**src/rtl/uart_tx.sv**
```systemverilog
// uart_tx: serial UART transmitter.
// Sends one frame per accepted start: a low start bit, NB_DATA data bits LSB-first,
// then a high stop period. Bit timing counts i_tick pulses from the baud-rate generator.
//
// Ports:
//   i_clock     system clock, all state on posedge
//   i_reset     synchronous, active-high reset
//   i_tx_start  start pulse, only acted on while idle
//   i_tx_data   byte to send, captured when a start is accepted
//   i_tick      oversampling tick, one clock wide
//   o_tx        serial line (registered, idles high)
//   o_tx_busy   high while a frame is in progress
//   o_tx_done   one-cycle pulse in the first idle cycle after the stop period
module uart_tx #(
  parameter int unsigned NB_DATA       = 8,
  parameter int unsigned N_TICKS       = 16,
  parameter int unsigned SB_TICK       = 16,
  parameter int unsigned NB_TICK_COUNT = 5,
  parameter int unsigned NB_BIT_COUNT  = 3
) (
  input  logic               i_clock,
  input  logic               i_reset,
  input  logic               i_tx_start,
  input  logic [NB_DATA-1:0] i_tx_data,
  input  logic               i_tick,
  output logic               o_tx,
  output logic               o_tx_busy,
  output logic               o_tx_done
);

  typedef enum logic [1:0] {StIdle, StStart, StData, StStop} state_e;

  localparam logic [NB_TICK_COUNT-1:0] BitTickLast  = NB_TICK_COUNT'(N_TICKS - 1);
  localparam logic [NB_TICK_COUNT-1:0] StopTickLast = NB_TICK_COUNT'(SB_TICK - 1);
  localparam logic [NB_BIT_COUNT-1:0]  BitLast      = NB_BIT_COUNT'(NB_DATA - 1);

  state_e                   state_q, state_d;
  logic [NB_TICK_COUNT-1:0] tick_q, tick_d;
  logic [NB_BIT_COUNT-1:0]  bit_q, bit_d;
  logic [NB_DATA-1:0]       shreg_q, shreg_d;
  logic                     tx_q, tx_d;
  logic                     done_q, done_d;

  always_comb begin
    state_d = state_q;
    tick_d  = tick_q;
    bit_d   = bit_q;
    shreg_d = shreg_q;
    done_d  = 1'b0;

    unique case (state_q)
      StIdle: begin
        if (i_tx_start) begin
          shreg_d = i_tx_data;
          tick_d  = '0;
          state_d = StStart;
        end
      end
      StStart: begin
        if (i_tick) begin
          if (tick_q == BitTickLast) begin
            tick_d  = '0;
            bit_d   = '0;
            state_d = StData;
          end else begin
            tick_d = tick_q + NB_TICK_COUNT'(1);
          end
        end
      end
      StData: begin
        if (i_tick) begin
          if (tick_q == BitTickLast) begin
            tick_d  = '0;
            shreg_d = shreg_q >> 1;
            if (bit_q == BitLast) begin
              state_d = StStop;
            end else begin
              bit_d = bit_q + NB_BIT_COUNT'(1);
            end
          end else begin
            tick_d = tick_q + NB_TICK_COUNT'(1);
          end
        end
      end
      StStop: begin
        if (i_tick) begin
          if (tick_q == StopTickLast) begin
            tick_d  = '0;
            state_d = StIdle;
            done_d  = 1'b1;
          end else begin
            tick_d = tick_q + NB_TICK_COUNT'(1);
          end
        end
      end
      default: state_d = StIdle;
    endcase
  end

  // Line level follows the next state so o_tx changes on the same edge as the state.
  always_comb begin
    tx_d = 1'b1;
    unique case (state_d)
      StStart: tx_d = 1'b0;
      StData:  tx_d = shreg_d[0];
      default: tx_d = 1'b1;
    endcase
  end

  always_ff @(posedge i_clock) begin
    if (i_reset) begin
      state_q <= StIdle;
      tick_q  <= '0;
      bit_q   <= '0;
      shreg_q <= '0;
      tx_q    <= 1'b1;
      done_q  <= 1'b0;
    end else begin
      state_q <= state_d;
      tick_q  <= tick_d;
      bit_q   <= bit_d;
      shreg_q <= shreg_d;
      tx_q    <= tx_d;
      done_q  <= done_d;
    end
  end

  assign o_tx      = tx_q;
  assign o_tx_busy = (state_q != StIdle);
  assign o_tx_done = done_q;

endmodule

```
**config.mk**
```make
export PLATFORM = sky130hd
export DESIGN_NAME = uart_tx
export DESIGN_NICKNAME = d
export VERILOG_FILES = /design/src/rtl/uart_tx.sv
export SDC_FILE = /design/constraint.sdc
export NUM_CORES = 1
export LEC_CHECK = 0
export CORE_MARGIN = 1
export CORE_UTILIZATION = 35
export CTS_CLUSTER_DIAMETER = 80
export DETAILED_ROUTE_END_ITERATION = 12
export SLEW_MARGIN = 20
export SYNTH_ARGS = -nofsm -noshare
export SYNTH_HDL_FRONTEND = slang
export SYNTH_SLANG_ARGS = --single-unit
```
**constraint.sdc**
```tcl
create_clock -name i_clock -period 2 [get_ports i_clock]
set_clock_uncertainty 0.05 [all_clocks]
set_input_delay 0.4 -clock i_clock [delete_from_list [all_inputs] [get_ports i_clock]]
set_output_delay 0.4 -clock i_clock [all_outputs]
set_load 0.01 [all_outputs]
```
# After elaboration in Yosys (flattened, before gate mapping)
# Cells that the tools add are included.
# word_totals
register_bits,20
inputBits,12
elab_cells,59
# op_classes
n_addsub,2
eq_ne,14
muxes,25
n_bitwise,2
n_reduce_logical,9
# ops
cell,count
$mux 8,3
$mux 2,8
$pmux 8 s2,1
$mux 3,5
$mux 5,3
$ne 2x2->1 const B,6
$pmux 5 s2,1
$pmux 2 s4,1
$eq 2x2->1 const B,3
$pmux 3 s2,1
$reduce_and 6->1,1
$reduce_bool 2->1,3
$reduce_or 3->1,2
$add 5x1->5 const B,1
$eq 5x4->1 const B,1
$eq 2x1->1 const B,2
$reduce_and 4->1,1
$add 3x1->3 const B,1
$eq 3x3->1 const B,1
$logic_not 2->1,1
$ne 2x1->1 const B,1
$not 1->1,2
$pmux 1 s2,1
$reduce_and 2->1,1
$mux 1,1

# Longest topological paths before layout
# Gate-level depths: netlist (run 1).
# depth
ltp_word,7
ltp_mapped,6
ltp_nobuf,6

# Least setup slack after synthesis (run 1)
# No wires, ideal clock.
# synth_path
path_type,register to register
startpoint,register tick_q[0]
endpoint,register shreg_q[7]
setup_ns,0.132
t_arrival_ns,1.338
slack_ns,0.480
path_stages_with_launch,6
path_buffers,0
cell_sequence,dfxtp_1 -> ha_1 -> nand4b_1 -> nor4_4 -> or3b_2 -> a21oi_1
# synth_between
elab_chain_cells,3
# synth_lines
element,line_no,rtl
start: declaration,38,"logic [NB_TICK_COUNT-1:0] tick_q, tick_d;"
start signal: assignment,120,tick_q <= tick_d;
$eq 5x4->1,72,if (tick_q == BitTickLast) begin
$ne 2x2->1 (no source line),--,
$reduce_and 4->1 (no source line),--,
end signal: assignment,122,shreg_q <= shreg_d;
end: declaration,40,"logic [NB_DATA-1:0] shreg_q, shreg_d;"
# Every way passes these cells.
# A chain may end at the register's enable or synchronous reset.

# Worst setup path in the final report (run 1)
# layout_path
startpoint,register state_q[0]
endpoint,output o_tx_busy
# layout_between
elab_chain_cells,1
# layout_lines
element,line_no,rtl
start: declaration,37,"state_e state_q, state_d;"
start signal: assignment,112,state_q <= StIdle;
start signal: assignment,119,state_q <= state_d;
$reduce_bool 2->1,129,assign o_tx_busy = (state_q != StIdle);
end: declaration,27,"output logic o_tx_busy,"
# Every way passes these cells.

==> metrics.txt, run 1 <==
Worst Path Class, Setup=reg -> out; HPWL Detailed=1530 um; Slew @ Worst Pin=0.345 ns; crit-path leading delay family=buffers and inverters; main flop type after synthesis=dfxtp_1; Worst Hold Class=reg -> reg; commonest non-fill, non-tap cell in the layout=dfxtp_1; DRC=0; FMAX=565 MHz; Reg2Reg Setup Slack=0.29 ns; critical-path cell with the highest stage delay=clkdlybuf4s50_1; # rows=18; Post-CTS Hold Buffers=0; clk slew on worst S/H paths=0.11 ns; Gate power share=13.8%; setup TNS=0 ns; design area=1210 sq um; clk_lat worst skew=0.29 ns; startpoint types=register; synth unique cells=40; MaxCap Viol Count=0; Nets=147; share of layout cells above drive strength 1=15.3%; Peak VDD IR=0.000448 V; post-route minimum period=1.77 ns; switching share of power=23.5%; Hold Slack=0.403 ns; P&R area growth vs syn=27.8%; fillers=261; worst flop-to-flop path startpoint=tick_q[0]$_SDFFE_PP0P_; Synth Warn #=0; WL per Instance=12.6 um; min-delay src=tick_q[4]$_SDFFE_PP0P_; Max Slew Vio Count=0; post-synthesis register bit count=20; area post-placement=1180 sq um; DRT Wirelength=2030 um; number of buffers created by CTS=3; Post-CTS Resized=0; crit-path cells=inv_1, nand2_1, clkdlybuf4s50_1; slew margin rel.=76.9%; CTS tree=done; n_diodes=0; cell area after synthesis=948 sq um; syn_area_per_cell=8.78 sq um; Worst setup EP type=output pin; worst-path fanout max=4; sequential share of the synthesized area=42.2%; # IOs=15; number of synthesized flops with an enable pin=0; Critical Path Source=state_q[0]$_SDFF_PP0_; Internal=579 uW; core area=2520 sq um; unrepaired setup endpoints after global routing=false; TritonCTS Sinks=20; H-tree levels=1; NetSw=178 uW; Remaining Overflow, GRT=0; vias per std cell=5.37; GRT Overall Usage=16.3%; crit path DAT=1.32 ns; initial DRC count=19; Root Driver=clkbuf_4; Initial Util=37.6%; drt pass-1 iters=4; Buf+Inv Stages, Crit Path=2; register area=400 sq um; post-synth net total=123; Worst path max stage delay=0.52 ns; die footprint=2920 sq um; first-pass GRT wire length=3410 um; Power Dens Cells=624 nW/um^2; count of buffers from port buffering=14; most frequent cells in the layout=20 x dfxtp_1, 14 x clkdlybuf4s50_1, 13 x nand2_1, 11 x a21oi_1; cell count after synthesis=108; Clock power frac=30.8%; Tot Pwr=757 uW; Fin. Hold Viols=0; vias=865; ANT nets after route=0; Die Height=54.1 um; final setup fails=0; period utilization=88.4%; pin count of the biggest net entering global routing=13; static leakage=0.454 nW; number of global-route vias before repair=779; postcts setup bufs=0; Multi-input gate area=508 sq um; Seq pwr share=55.5%; gpl congestion=0.773; outcome=complete, no violations; maximum clock path buffer count=2; CP required=1.55 ns; antenna violations before repair=0; Die Wd=54.1 um; async set-reset flop share out of synthesis=0%
power by group through the flow:
| stage | registers [mW] | clock network [mW] | logic, mW |
|---|---|---|---|
| floorplan | 0.428 | 0 | 0.0527 |
| global placement | 0.428 | 0 | 0.103 |
| detailed placement | 0.429 | 0 | 0.104 |
| CTS | 0.420 | 0.240 | 0.105 |
| global route | 0.422 | 0.261 | 0.115 |
| finish | 0.420 | 0.233 | 0.104 |
state kept, by name (all words and copies together), names as in the netlist:
name / cells
shreg_q: 8
tick_q: 5
o_tx: 1
bit_q: 3
state_q: 2
o_tx_done: 1
per-layer routing:
metal | up-vias | part of all wire [%] | wire, um | track usage, %
li1 | 443 | - | - | -
met1 | 401 | 51 | 1040 | 22.6
met2 | 19 | 45 | 907 | 24.5
met3 | 2 | 3.3 | 67 | 2.54
met4 | 0 | 0.49 | 10 | 7.69
met5 | - | 0 | 0 | 0
worst reg2reg max path, stage by stage (launching register included):
cell and delay [ns]:
dfxtp_1 0.40, ha_1 0.23, nand4b_1 0.27, nor3_2 0.29, mux2i_1 0.26, a31oi_1 0.10
per-stage QoR:
step           setup slack (ns)  util (%)  instances
2_1_floorplan             0.480         -        108
3_3_place_gp              0.182      46.6        157
3_5_place_dp              0.146      46.6        157
4_1_cts                   0.207      48.1        161
5_1_grt                   0.131      48.1        161
6_report                  0.231      48.1        161
synth_stat cells (all sizes together), types with 2 or more instances:
library cell   n  area, sq um
a32oi          2         17.5
nor3           3         20.0
a22oi          8         60.1
a41oi          2         17.5
inv            4         15.0
nor3b          2         20.0
nand2         13         48.8
buf            3         17.5
clkbuf         2         7.51
o21ai          2         10.0
nor4           2         27.5
ha             3         37.5
nor2          10         37.5
dfxtp         20          400
nand2b         2         12.5
a21oi         11         55.1
final timing paths:
kind | endpoint | cells after the start
max | o_tx_busy | 3
min | tick_q[4]$_SDFFE_PP0P_ | 2
max reg2reg | o_tx$_SDFF_PP1_ | 5
min reg2reg | tick_q[4]$_SDFFE_PP0P_ | 2
cells by family (layout without fill, tap and decap cells):
family,Yosys count,in the layout,share of synthesized area (%)
compound gates,32,32,22.6
xor+xnor,1,1,0.924
fa+ha+maj,3,3,3.96
buf+inv,9,32,4.22
flops,20,20,42.2
mux,1,1,1.06
simple gates,42,42,25.1
layout make-up:
cell class / instances / share of cell area [%]
multi-input combinational: 79 / 41.9
sequential: 20 / 33.0
timing repair buffer: 24 / 17.8
tap: 30 / 3.10
clock buffer: 4 / 2.99
inverter: 4 / 1.24
(Power assumes the default switching activity.)
==> inputs of run 2 (changes only) <==
GPL_ROUTABILITY_DRIVEN = 0   (was unset)
==> results of run 2 <==
No change in the layout: final DEF, timing and power equal those of run 1.
